===== src/rtl/pc_pkg.sv =====
// rtl/pc_pkg.sv - shared defaults and address type for the program counter
package pc_pkg;

    localparam int DEFAULT_PC_WIDTH    = 4;
    localparam int DEFAULT_STACK_DEPTH = 4;

    typedef logic [DEFAULT_PC_WIDTH-1:0] pc_addr_t;

endpackage : pc_pkg


===== src/rtl/pc_stack.sv =====
// rtl/pc_stack.sv - LIFO return-address register file with occupancy pointer
module pc_stack
    import pc_pkg::*;
#(
    parameter int WIDTH = DEFAULT_PC_WIDTH,
    parameter int DEPTH = DEFAULT_STACK_DEPTH
) (
    input  logic             clk,
    input  logic             rst_n,
    input  logic             push,
    input  logic             pop,
    input  logic [WIDTH-1:0] push_data,
    output logic [WIDTH-1:0] top,
    output logic             full,
    output logic             empty
);

    localparam int PW = $clog2(DEPTH + 1);

    logic [PW-1:0]    ptr_q;
    logic [PW-1:0]    ptr_d;
    logic [WIDTH-1:0] mem_q [DEPTH];
    logic             do_push;
    logic             do_pop;

    assign full    = (ptr_q == PW'(DEPTH));
    assign empty   = (ptr_q == '0);
    assign do_push = push && !full;
    assign do_pop  = pop && !push && !empty;

    always_comb begin
        ptr_d = ptr_q;
        if (do_push) begin
            ptr_d = ptr_q + PW'(1);
        end else if (do_pop) begin
            ptr_d = ptr_q - PW'(1);
        end
    end

    always_ff @(posedge clk or negedge rst_n) begin
        if (!rst_n) begin
            ptr_q <= '0;
        end else begin
            ptr_q <= ptr_d;
        end
    end

    // Entry contents need no reset; only the pointer defines what is valid.
    always_ff @(posedge clk) begin
        for (int i = 0; i < DEPTH; i++) begin
            if (do_push && (ptr_q == PW'(i))) begin
                mem_q[i] <= push_data;
            end
        end
    end

    always_comb begin
        top = '0;
        for (int i = 0; i < DEPTH; i++) begin
            if (ptr_q == PW'(i + 1)) begin
                top = mem_q[i];
            end
        end
    end

endmodule : pc_stack


===== src/rtl/program_counter.sv =====
// rtl/program_counter.sv - CPU program counter; return stack built only with PC_STACK_EN
module program_counter
    import pc_pkg::*;
#(
    parameter int PC_WIDTH    = DEFAULT_PC_WIDTH
`ifdef PC_STACK_EN
    ,
    parameter int STACK_DEPTH = DEFAULT_STACK_DEPTH
`endif
) (
    input  logic                clk,
    input  logic                reset,
    input  logic                pc_inc,
    input  logic                pc_load,
    input  logic [PC_WIDTH-1:0] pc_in,
`ifdef PC_STACK_EN
    input  logic                pc_call,
    input  logic                pc_ret,
    output logic                stack_full,
    output logic                stack_empty,
`endif
    output logic [PC_WIDTH-1:0] pc_out
);

    logic [PC_WIDTH-1:0] pc_q;
    logic [PC_WIDTH-1:0] pc_d;

`ifdef PC_STACK_EN
    logic                push;
    logic                pop;
    logic [PC_WIDTH-1:0] stack_top;

    pc_stack #(
        .WIDTH (PC_WIDTH),
        .DEPTH (STACK_DEPTH)
    ) u_stack (
        .clk       (clk),
        .rst_n     (reset),
        .push      (push),
        .pop       (pop),
        .push_data (pc_q + PC_WIDTH'(1)),
        .top       (stack_top),
        .full      (stack_full),
        .empty     (stack_empty)
    );

    // A blocked call or return still wins priority, so the PC simply holds.
    always_comb begin
        pc_d = pc_q;
        push = 1'b0;
        pop  = 1'b0;
        if (pc_load) begin
            pc_d = pc_in;
        end else if (pc_call) begin
            if (!stack_full) begin
                push = 1'b1;
                pc_d = pc_in;
            end
        end else if (pc_ret) begin
            if (!stack_empty) begin
                pop  = 1'b1;
                pc_d = stack_top;
            end
        end else if (pc_inc) begin
            pc_d = pc_q + PC_WIDTH'(1);
        end
    end
`else
    always_comb begin
        pc_d = pc_q;
        if (pc_load) begin
            pc_d = pc_in;
        end else if (pc_inc) begin
            pc_d = pc_q + PC_WIDTH'(1);
        end
    end
`endif

    always_ff @(posedge clk or negedge reset) begin
        if (!reset) begin
            pc_q <= '0;
        end else begin
            pc_q <= pc_d;
        end
    end

    assign pc_out = pc_q;

endmodule : program_counter


===== config.mk =====
export PLATFORM = sky130hd
export DESIGN_NAME = program_counter
export DESIGN_NICKNAME = d
export VERILOG_FILES = /design/src/rtl/pc_pkg.sv /design/src/rtl/pc_stack.sv /design/src/rtl/program_counter.sv
export SDC_FILE = /design/constraint.sdc
export NUM_CORES = 1
export LEC_CHECK = 0
export ABC_AREA = 1
export BUFFER_PORTS_ARGS = -buffer_cell sky130_fd_sc_hd__buf_2
export CAP_MARGIN = 40
export CORE_AREA = 8 8 45 47
export DETAILED_ROUTE_END_ITERATION = 10
export DIE_AREA = 0 0 53 55
export GPL_TIMING_DRIVEN = 0
export SYNTH_ARGS = -nofsm -noshare
export SYNTH_HDL_FRONTEND = slang
export SYNTH_SLANG_ARGS = --single-unit

===== constraint.sdc =====
create_clock -name clk -period 1.5 [get_ports clk]
set_clock_uncertainty 0.15 [all_clocks]
set_input_delay 0.075 -clock clk [delete_from_list [all_inputs] [get_ports clk]]
set_output_delay 0.075 -clock clk [all_outputs]
set_load 0.01 [all_outputs]

---- After elaboration in Yosys (flattened, before gate mapping) ----
Cells that the tools add are included.
cells by class
  $add $sub $neg .......................... 1
  mux-type cells .......................... 2
  reductions and logical operators ........ 1
operators with widths
  cell                 number
  $mux 4               2
  $add 4x1->4 const B  1
  $reduce_bool 2->1    1
storage, ports and cells
  bits in registers ....................... 4
  output and inout bits ................... 4
  word-level logic and storage cells ...... 5

---- Longest topological paths before layout ----
Gate-level depths: netlist (run 1).
  word-level depth ........................ 3
  mapped depth ............................ 5
  gate-level depth less buffers ........... 5

---- Worst setup path before layout (run 1) ----
OpenSTA, ideal clock, no wires.
  kind .................................... flip-flop to flip-flop
  from .................................... register pc_q[0], in the netlist pc_out[0]
  to ...................................... register pc_q[2], in the netlist pc_out[2]
  setup time .............................. 83 ps
  arrival ................................. 892 ps
  data required time ...................... 1,267 ps
  slack ................................... 375 ps
  stages on the path, launching flop included .. 4
  cells stage by stage .................... dfrtp_1 -> ha_1 -> xnor2_1 -> o21ai_0
on the way
  longest elaborated chain between the ends .. 3
RTL lines
  item                      line                   text
  start: declaration        program_counter.sv:25  logic [PC_WIDTH-1:0] pc_q;
  start signal: assignment  program_counter.sv:83  pc_q <= pc_d;
  $add 4x1->4               program_counter.sv:74  pc_d = pc_q + PC_WIDTH'(1);
  $mux 4                    program_counter.sv:73  end else if (pc_inc) begin
  $mux 4                    program_counter.sv:71  if (pc_load) begin
No other way between the ends. The select of a mux whose other input is x is not followed.
A chain may end at the register's enable or synchronous reset.

---- Worst setup path after layout (run 1) ----
  from .................................... input pc_in[1]
  to ...................................... register pc_q[1], in the netlist pc_out[1]
on the way
  longest elaborated chain between the ends .. 1
RTL lines
  item                line                   text
  start: declaration  program_counter.sv:15  input logic [PC_WIDTH-1:0] pc_in,
  $mux 4              program_counter.sv:71
No other way between the ends.

==> results of run 1 <==
worst min path at each step:
stage            start   endpoint  cells after the start
6_report       pc_load  pc_out[0]                      3
5_1_grt          reset  pc_out[3]                      2
4_1_cts        pc_load  pc_out[0]                      3
3_5_place_dp     reset  pc_out[0]                      1
3_3_place_gp     reset  pc_out[0]                      1
2_1_floorplan    reset  pc_out[0]                      0
cell type report:
class | count | area [µm²]
Clock buffer | 3 | 22.5
Inverter | 3 | 11.3
Fill cell | 147 | 1020
Sequential cell | 4 | 100
Multi-Input combinational cell | 20 | 108
Timing Repair Buffer | 16 | 105
Tap cell | 16 | 20.0
cells in the final DEF, fill, tap and decap left out:
cell type      instances
ha_1                   1
nand2_1                9
nor2_1                 1
xnor2_1                1
buf_2                 11
dfrtp_1                4
o21ai_0                1
clkbuf_4               3
inv_1                  3
a22oi_1                1
o211ai_1               1
nand4_1                1
nand3_1                3
dlygate4sd3_1          5
a21boi_1               1
what timing repair did:
item | in CTS | in global routing
hold buffers | 5 | 0
hold endpoints to repair | 7 | 0
gates resized for setup | 0 | 0
through the flow:
step	setup WS (ns)	utilization [%]	total power [mW]	area [µm²]
global route	0.0233	26.5	0.374	367
floorplan	0.375	-	0.173	219
global placement	0.344	21.2	0.206	294
CTS	0.100	26.5	0.353	367
finish	0.0911	26.5	0.346	367
detailed placement	0.342	21.2	0.208	294
power by group:
| group | switching, mW | internal [mW] | total, mW |
|---|---|---|---|
| Clock | 0.0411 | 0.0893 | 0.130 |
| Sequential | 0.0179 | 0.122 | 0.139 |
| Combinational | 0.0358 | 0.0406 | 0.0764 |
| Total | 0.0948 | 0.251 | 0.346 |
per-layer routing:
layer	vias up	GRT usage (%)
li1	128	-
met1	121	5.52
met2	19	5.66
met3	2	3.48
met4	0	5.17
met5	-	0
cell families after synthesis:
| family | after synthesis | synth area share (%) |
|---|---|---|
| flip-flops | 4 | 45.7 |
| AND/OR/NAND/NOR | 14 | 26.9 |
| buffers and inverters | 3 | 5.14 |
| AO/OA/AOI/OAI | 4 | 12.6 |
| adder cells (fa/ha/maj) | 1 | 5.71 |
| XOR/XNOR | 1 | 4.00 |
worst max-delay path: stages:
cell           delay, ns
dlygate4sd3_1       0.52
buf_2               0.12
nand2_1             0.05
dlygate4sd3_1       0.54
nand3_1             0.07
==> impl_metrics.json, run 1 <==
{
  "outcome": "complete, no violations",
  "nets": 57,
  "crit_path_end_kind": "register",
  "syn_area_per_cell_um2": 8.11,
  "dr_wl_met3_um": 93,
  "die_y_um": 55,
  "antenna_found_initial": 0,
  "cts_tree": "yes",
  "cts.sinks": 4,
  "routed.top_layer": "met4",
  "vias_per_cell": 4.35,
  "dp.cells": 54,
  "worstSetupStartpoint": "pc_in[1]",
  "fmax_mhz": 710,
  "setup_viol": 0,
  "die_w_um": 53,
  "fin_cells": 62,
  "rrSetupSlack_ns": 0.33,
  "drt_iter0_markers": 10,
  "diodes": 0,
  "required_ns": 1.46,
  "yosysTopAreaCell": "dfrtp_1",
  "ys_seq_area_share_pct": 45.7,
  "clk_latency_ns": 0.23,
  "critical_path_class": "input port to register",
  "cts_max_path_buffers": 2,
  "synth_top_area_share_pct": 45.7,
  "critical_path.endpoint": "pc_out[1]",
  "dr_wl_met2_um": 258,
  "ys_top_cells_by_area": "dfrtp_1 46%, nand2_1 15%, nand3_1 6.9%, ha_1 5.7%, inv_1 5.1%",
  "synth_ff_type": "dfrtp_1",
  "initial_core_util_pct": 15.8,
  "cellLeakagePower_nw": 0.190,
  "grt_overflow": 0,
  "area.growth.synth_to_final_pct": 67.4,
  "drv_cap": 0,
  "rsz0062_at_grt": "no",
  "cts_root_buffer": "clkbuf_4",
  "async_flop_share_pct": 100,
  "io_pins": 12,
  "period_share_pct": 93.9,
  "wl_per_cell_um": 10.1,
  "slew_headroom_pct": 82.3,
  "regToRegStartpoint": "pc_out[0]",
  "worst_pin_slew_ns": 0.265,
  "worst_hold_slack_ns": 0.0164,
  "yosys.cell_count.top_type": "nand2_1",
  "clk_pin_slew_ns": 0.03,
  "largest_reg_flops": 4,
  "cts_buffers": 3,
  "drive_gt1_share_pct": 30.4,
  "ys_top_cells_by_count": "9 x nand2_1, 4 x dfrtp_1, 3 x inv_1, 3 x nand3_1",
  "grt_start_max_net_pins": 7,
  "wl_met1_um": 256,
  "vias": 270,
  "peakVddDrop_v": 0.000512,
  "first_global_vias": 270,
  "start_kind": "input port",
  "synth-edff-count": 0,
  "synth.distinct_cells": 12,
  "tns_ns": 0,
  "worstHoldPathType": "input port to register",
  "ys_ff_latch": 4,
  "grt_pass1_wl_um": 1020,
  "dieArea_mm2": 0.00292,
  "coreArea_mm2": 0.00138,
  "grt_usage_pct": 4.93,
  "power.density_mw_per_mm2": 945,
  "cp.arrival_ns": 1.37,
  "gp_congestion": 0.699,
  "rows": 14,
  "htreeDepth": 1,
  "synth.net_count": 36,
  "hold_violations": 0,
  "drc": 0,
  "synth_area_um2": 219,
  "cts_setup_buffers": 0,
  "fin_crit_ns": 1.41,
  "worstReg2RegEnd": "pc_out[2]",
  "maxSlewViolCount": 0,
  "dr.pass1.iters": 4,
  "drt_wl_total_um": 628,
  "r2r.worst_path.cells": 3,
  "antenna_left": 0,
  "yosysWarnings": 0,
  "io_buffers": 11,
  "crit_fanout": 1,
  "synthCells": 27,
  "hpwl_um": 487
}
Power figures use the tool's default switching activity.
==> inputs of run 2 (changes only) <==
==> constraint.sdc (replaced) <==
create_clock -name clk -period 1.3 [get_ports clk]
set_clock_uncertainty 0.15 [all_clocks]
set_input_delay 0.065 -clock clk [delete_from_list [all_inputs] [get_ports clk]]
set_output_delay 0.065 -clock clk [all_outputs]
set_load 0.01 [all_outputs]
==> impl_metrics.json, run 2 (synthesis gave the netlist of run 1 again) <==
{
  "outcome": "complete, no violations",
  "dr.pass1.iters": 4,
  "drc": 0,
  "initial_core_util_pct": 15.8,
  "cp.buffers_inverters": 2,
  "crit_chain": "dlygate4sd3_1, buf_2, nor2_1, nand2_1, o211ai_1",
  "drive_gt1_share_pct": 30.4,
  "antenna_left": 0,
  "worst_pin_slew_ns": 0.268,
  "hold_violations": 0,
  "rows": 14,
  "drt_iter0_markers": 8,
  "cts_setup_buffers": 0,
  "dieArea_mm2": 0.00292,
  "final_common_cell": "buf_2",
  "cp.arrival_ns": 1.18,
  "tns_ns": 0,
  "cts_tree": "yes",
  "setup_viol": 0,
  "io_buffers": 11,
  "htreeDepth": 1,
  "clk_pin_slew_ns": 0.04,
  "worst_hold_slack_ns": 0.0128,
  "start_kind": "input port",
  "fin_crit_ns": 1.19,
  "critical_path_class": "input port to register",
  "io_pins": 12,
  "hp-start": "pc_in[2]",
  "cellLeakagePower_nw": 0.192,
  "nets": 57,
  "cpMaxStageDelayCell": "dlygate4sd3_1",
  "fin_cells": 62,
  "regToRegStartpoint": "pc_out[0]",
  "cts_hold_buf": 5,
  "clk_latency_ns": 0.23,
  "maxSlewViolCount": 0,
  "crit_path_end_kind": "register",
  "cts_buffers": 3,
  "grt_pass1_wl_um": 966,
  "wl_per_cell_um": 9.98,
  "power.density_mw_per_mm2": 1090,
  "fmax_mhz": 840,
  "worstSetupStartpoint": "pc_load",
  "post_dp_cell_area_um2": 294,
  "area.growth.synth_to_final_pct": 67.4,
  "cpPeakStageDelay_ns": 0.53,
  "grt_start_max_net_pins": 7,
  "die_y_um": 55,
  "period_share_pct": 91.5,
  "drt_wl_total_um": 619,
  "slew_headroom_pct": 82.1,
  "diodes": 0,
  "largest_reg_flops": 4,
  "grt_overflow": 0,
  "cts.sinks": 4,
  "first_global_vias": 254,
  "vias_per_cell": 4.27,
  "vias": 265,
  "peakVddDrop_v": 0.000583,
  "dp.cells": 54,
  "antenna_found_initial": 0,
  "drv_cap": 0,
  "worstHoldPathType": "input port to register",
  "die_w_um": 53,
  "post_cts_resized": 0,
  "coreArea_mm2": 0.00138,
  "final_cell_area_um2": 367,
  "gp_congestion": 0.699,
  "rsz0062_at_grt": "no",
  "hpwl_um": 487,
  "cts_root_buffer": "clkbuf_4",
  "final_core_util_pct": 26.5,
  "crit_fanout": 6,
  "grt_usage_pct": 4.71,
  "final_cell_mix": "11 x buf_2, 9 x nand2_1, 5 x dlygate4sd3_1, 4 x dfrtp_1",
  "cts_max_path_buffers": 2,
  "required_ns": 1.29,
  "critPathTopFamily": "buffers and inverters"
}
-- run 2: per-stage QoR --
step | power [mW] | setup WS, ns
after floorplan | 0.200 | 0.175
after global placement | 0.237 | 0.144
after detailed placement | 0.240 | 0.142
after CTS | 0.407 | 0.116
after global routing | 0.431 | 0.0564
final | 0.400 | 0.110
-- run 2: layer usage --
| layer | global-route usage [%] | wire [µm] |
|---|---|---|
| met1 | 5.37 | 276 |
| met2 | 5.08 | 258 |
| met3 | 3.48 | 64 |
| met4 | 5.17 | 19 |
| met5 | 0 | 0 |
-- run 2: power by group --
| group | switching, mW | internal, mW |
|---|---|---|
| combinational | 0.0411 | 0.0469 |
| clock | 0.0478 | 0.103 |
| sequential | 0.0204 | 0.140 |
-- run 2: final timing paths --
kind	cells after the start	slack, ns	to
worst max register to register	3	0.13	pc_out[2]
max in group asynchronous	2	0.86	pc_out[1]
min in group asynchronous	2	0.02	pc_out[2]
worst min-delay path	4	0.01	pc_out[2]
worst max-delay path	5	0.11	pc_out[0]
worst min register to register	2	0.42	pc_out[3]
-- run 2: area by class of cell --
| type | instances | area, µm² |
|---|---|---|
| inverters | 3 | 11.3 |
| fillers | 148 | 1020 |
| well taps | 16 | 20.0 |
| multi-input cells | 20 | 108 |
| clock buffers | 3 | 22.5 |
| repair buffers | 16 | 105 |
| flip-flops and latches | 4 | 100 |
-- run 2: worst min-delay path: stages --
cell	delay [ns]
buf_2	0.08
nand2_1	0.03
a21boi_1	0.11
o21ai_0	0.07
==> inputs of run 3 (changes only) <==
==> constraint.sdc (replaced) <==
create_clock -name clk -period 1 [get_ports clk]
set_clock_uncertainty 0.15 [all_clocks]
set_input_delay 0.05 -clock clk [delete_from_list [all_inputs] [get_ports clk]]
set_output_delay 0.05 -clock clk [all_outputs]
set_load 0.01 [all_outputs]
==> impl_metrics.json, run 3 (synthesis gave the netlist of run 1 again) <==
{
  "power.density_mw_per_mm2": 1380,
  "clk_latency_ns": 0.24,
  "cpMaxStageDelayCell": "dfrtp_2",
  "die_w_um": 53,
  "final_core_util_pct": 32.1,
  "die_y_um": 55,
  "io_buffers": 11,
  "nets": 61,
  "grt_pass1_wl_um": 1250,
  "start_kind": "register",
  "rows": 14,
  "final_cell_mix": "10 x buf_2, 8 x nand2_1, 6 x dlygate4sd3_1, 3 x inv_1, 3 x clkbuf_4",
  "drive_gt1_share_pct": 43.1,
  "whs_path_depth": 3,
  "dr.pass1.iters": 4,
  "outcome": "finished, violations left",
  "fill_cells": 141,
  "area.growth.synth_to_final_pct": 103,
  "hpwl_um": 495,
  "crit_path_end_kind": "register",
  "slew_headroom_pct": 83.8,
  "drc": 0,
  "path_depth": 3,
  "cts.sinks": 4,
  "grt-busiest-layer": "met2",
  "fmax_mhz": 917,
  "cts_buffers": 3,
  "largest_reg_flops": 4,
  "grt_usage_pct": 6.25,
  "initial_core_util_pct": 15.8,
  "drv_cap": 0,
  "grt_start_max_net_pins": 7,
  "drt_iter0_markers": 6,
  "use_met3_pct": 4.28,
  "hold_violations": 3,
  "antenna_found_initial": 0,
  "post_dp_cell_area_um2": 309,
  "worst_hold_slack_ns": -0.0116,
  "htreeDepth": 1,
  "cts_max_path_buffers": 2,
  "fin_crit_ns": 1.09,
  "coreArea_mm2": 0.00138,
  "antenna_left": 0,
  "required_ns": 1.02,
  "final_cell_area_um2": 444,
  "vias": 277,
  "tns_ns": -0.301,
  "vias_per_cell": 4.13,
  "critical_path_class": "register to register",
  "peakVddDrop_v": 0.000791,
  "critPathTopFamily": "flip-flops",
  "finalPower_uw": 615,
  "io_pins": 12,
  "violations": "negative hold slack, negative setup slack",
  "cpPeakStageDelay_ns": 0.44,
  "register_area_um2": 103,
  "clk_pin_slew_ns": 0.04,
  "cts_root_buffer": "clkbuf_4",
  "period_share_pct": 109,
  "maxSlewViolCount": 0,
  "cellLeakagePower_nw": 0.228,
  "setup_viol": 7,
  "use_met2_pct": 7.62,
  "worst_pin_slew_ns": 0.242,
  "multiInputGateArea_um2": 135,
  "crit_fanout": 5,
  "dieArea_mm2": 0.00292,
  "cp.arrival_ns": 1.11,
  "crit_chain": "ha_4, xnor2_2, o21ai_1",
  "grt_overflow": 0,
  "final_common_cell": "buf_2",
  "cts_tree": "yes",
  "cp.buffers_inverters": 0,
  "gp_congestion": 0.639,
  "use_met1_pct": 6.75,
  "wl_per_cell_um": 10.7,
  "place_ws_ns": -0.0789,
  "diodes": 0,
  "drt_wl_total_um": 719,
  "first_global_vias": 287,
  "r2r.worst_path.cells": 3,
  "worstHoldPathType": "input port to register",
  "timing.final.ws_setup_ns": -0.0908,
  "rsz0062_at_grt": "yes"
}
[run 3: routing by layer]
metal	up-vias	routed length, µm
met5	-	0
li1	138	-
met4	0	30
met3	2	87
met1	122	330
met2	15	270
[run 3: through the flow]
| step | cells | hold slack [ns] |
|---|---|---|
| 6_report | 67 | -0.0116 |
| 5_1_grt | 67 | 0.0298 |
| 4_1_cts | 66 | -0.0151 |
| 3_5_place_dp | 54 | -0.292 |
| 3_3_place_gp | 54 | -0.294 |
| 2_1_floorplan | 27 | -0.396 |
[run 3: final cells by class]
class,instances,area share [%]
Clock buffer,4,5.92
Timing Repair Buffer,20,33.5
Multi-Input combinational cell,20,30.4
Inverter,3,2.54
Tap cell,16,4.51
Sequential cell,4,23.1
[run 3: what timing repair did]
item	in CTS	in global routing
hold endpoints to repair	8	0
hold buffers	8	0
endpoints found under the setup margin	5	8
resized for setup	3	2
setup buffers	0	2
[run 3: final timing paths]
kind,endpoint,from,slack [ns]
setup reg to reg,pc_out[2],pc_out[0],-0.09
min in group asynchronous,pc_out[1],reset,0.52
hold / removal,pc_out[2],pc_inc,-0.01
setup / recovery,pc_out[2],pc_out[0],-0.09
max in group asynchronous,pc_out[0],reset,0.05
hold reg to reg,pc_out[3],pc_out[3],0.40
[run 3: power by group]
group	internal, mW	leakage, nW	switching (mW)	total, mW
clock	0.151	0.0150	0.0793	0.230
combinational	0.101	0.167	0.0672	0.168
sequential	0.184	0.0463	0.0326	0.217
total	0.436	0.228	0.179	0.615
[run 3: worst reg2reg max path: cells and delay by family, from the launching register on]
family / cells / cell delay (ns)
DFF: 1 / 0.44
adders and majority gates: 1 / 0.18
xor gates and xnor gates: 1 / 0.12
AOI/OAI and AO/OA: 1 / 0.12
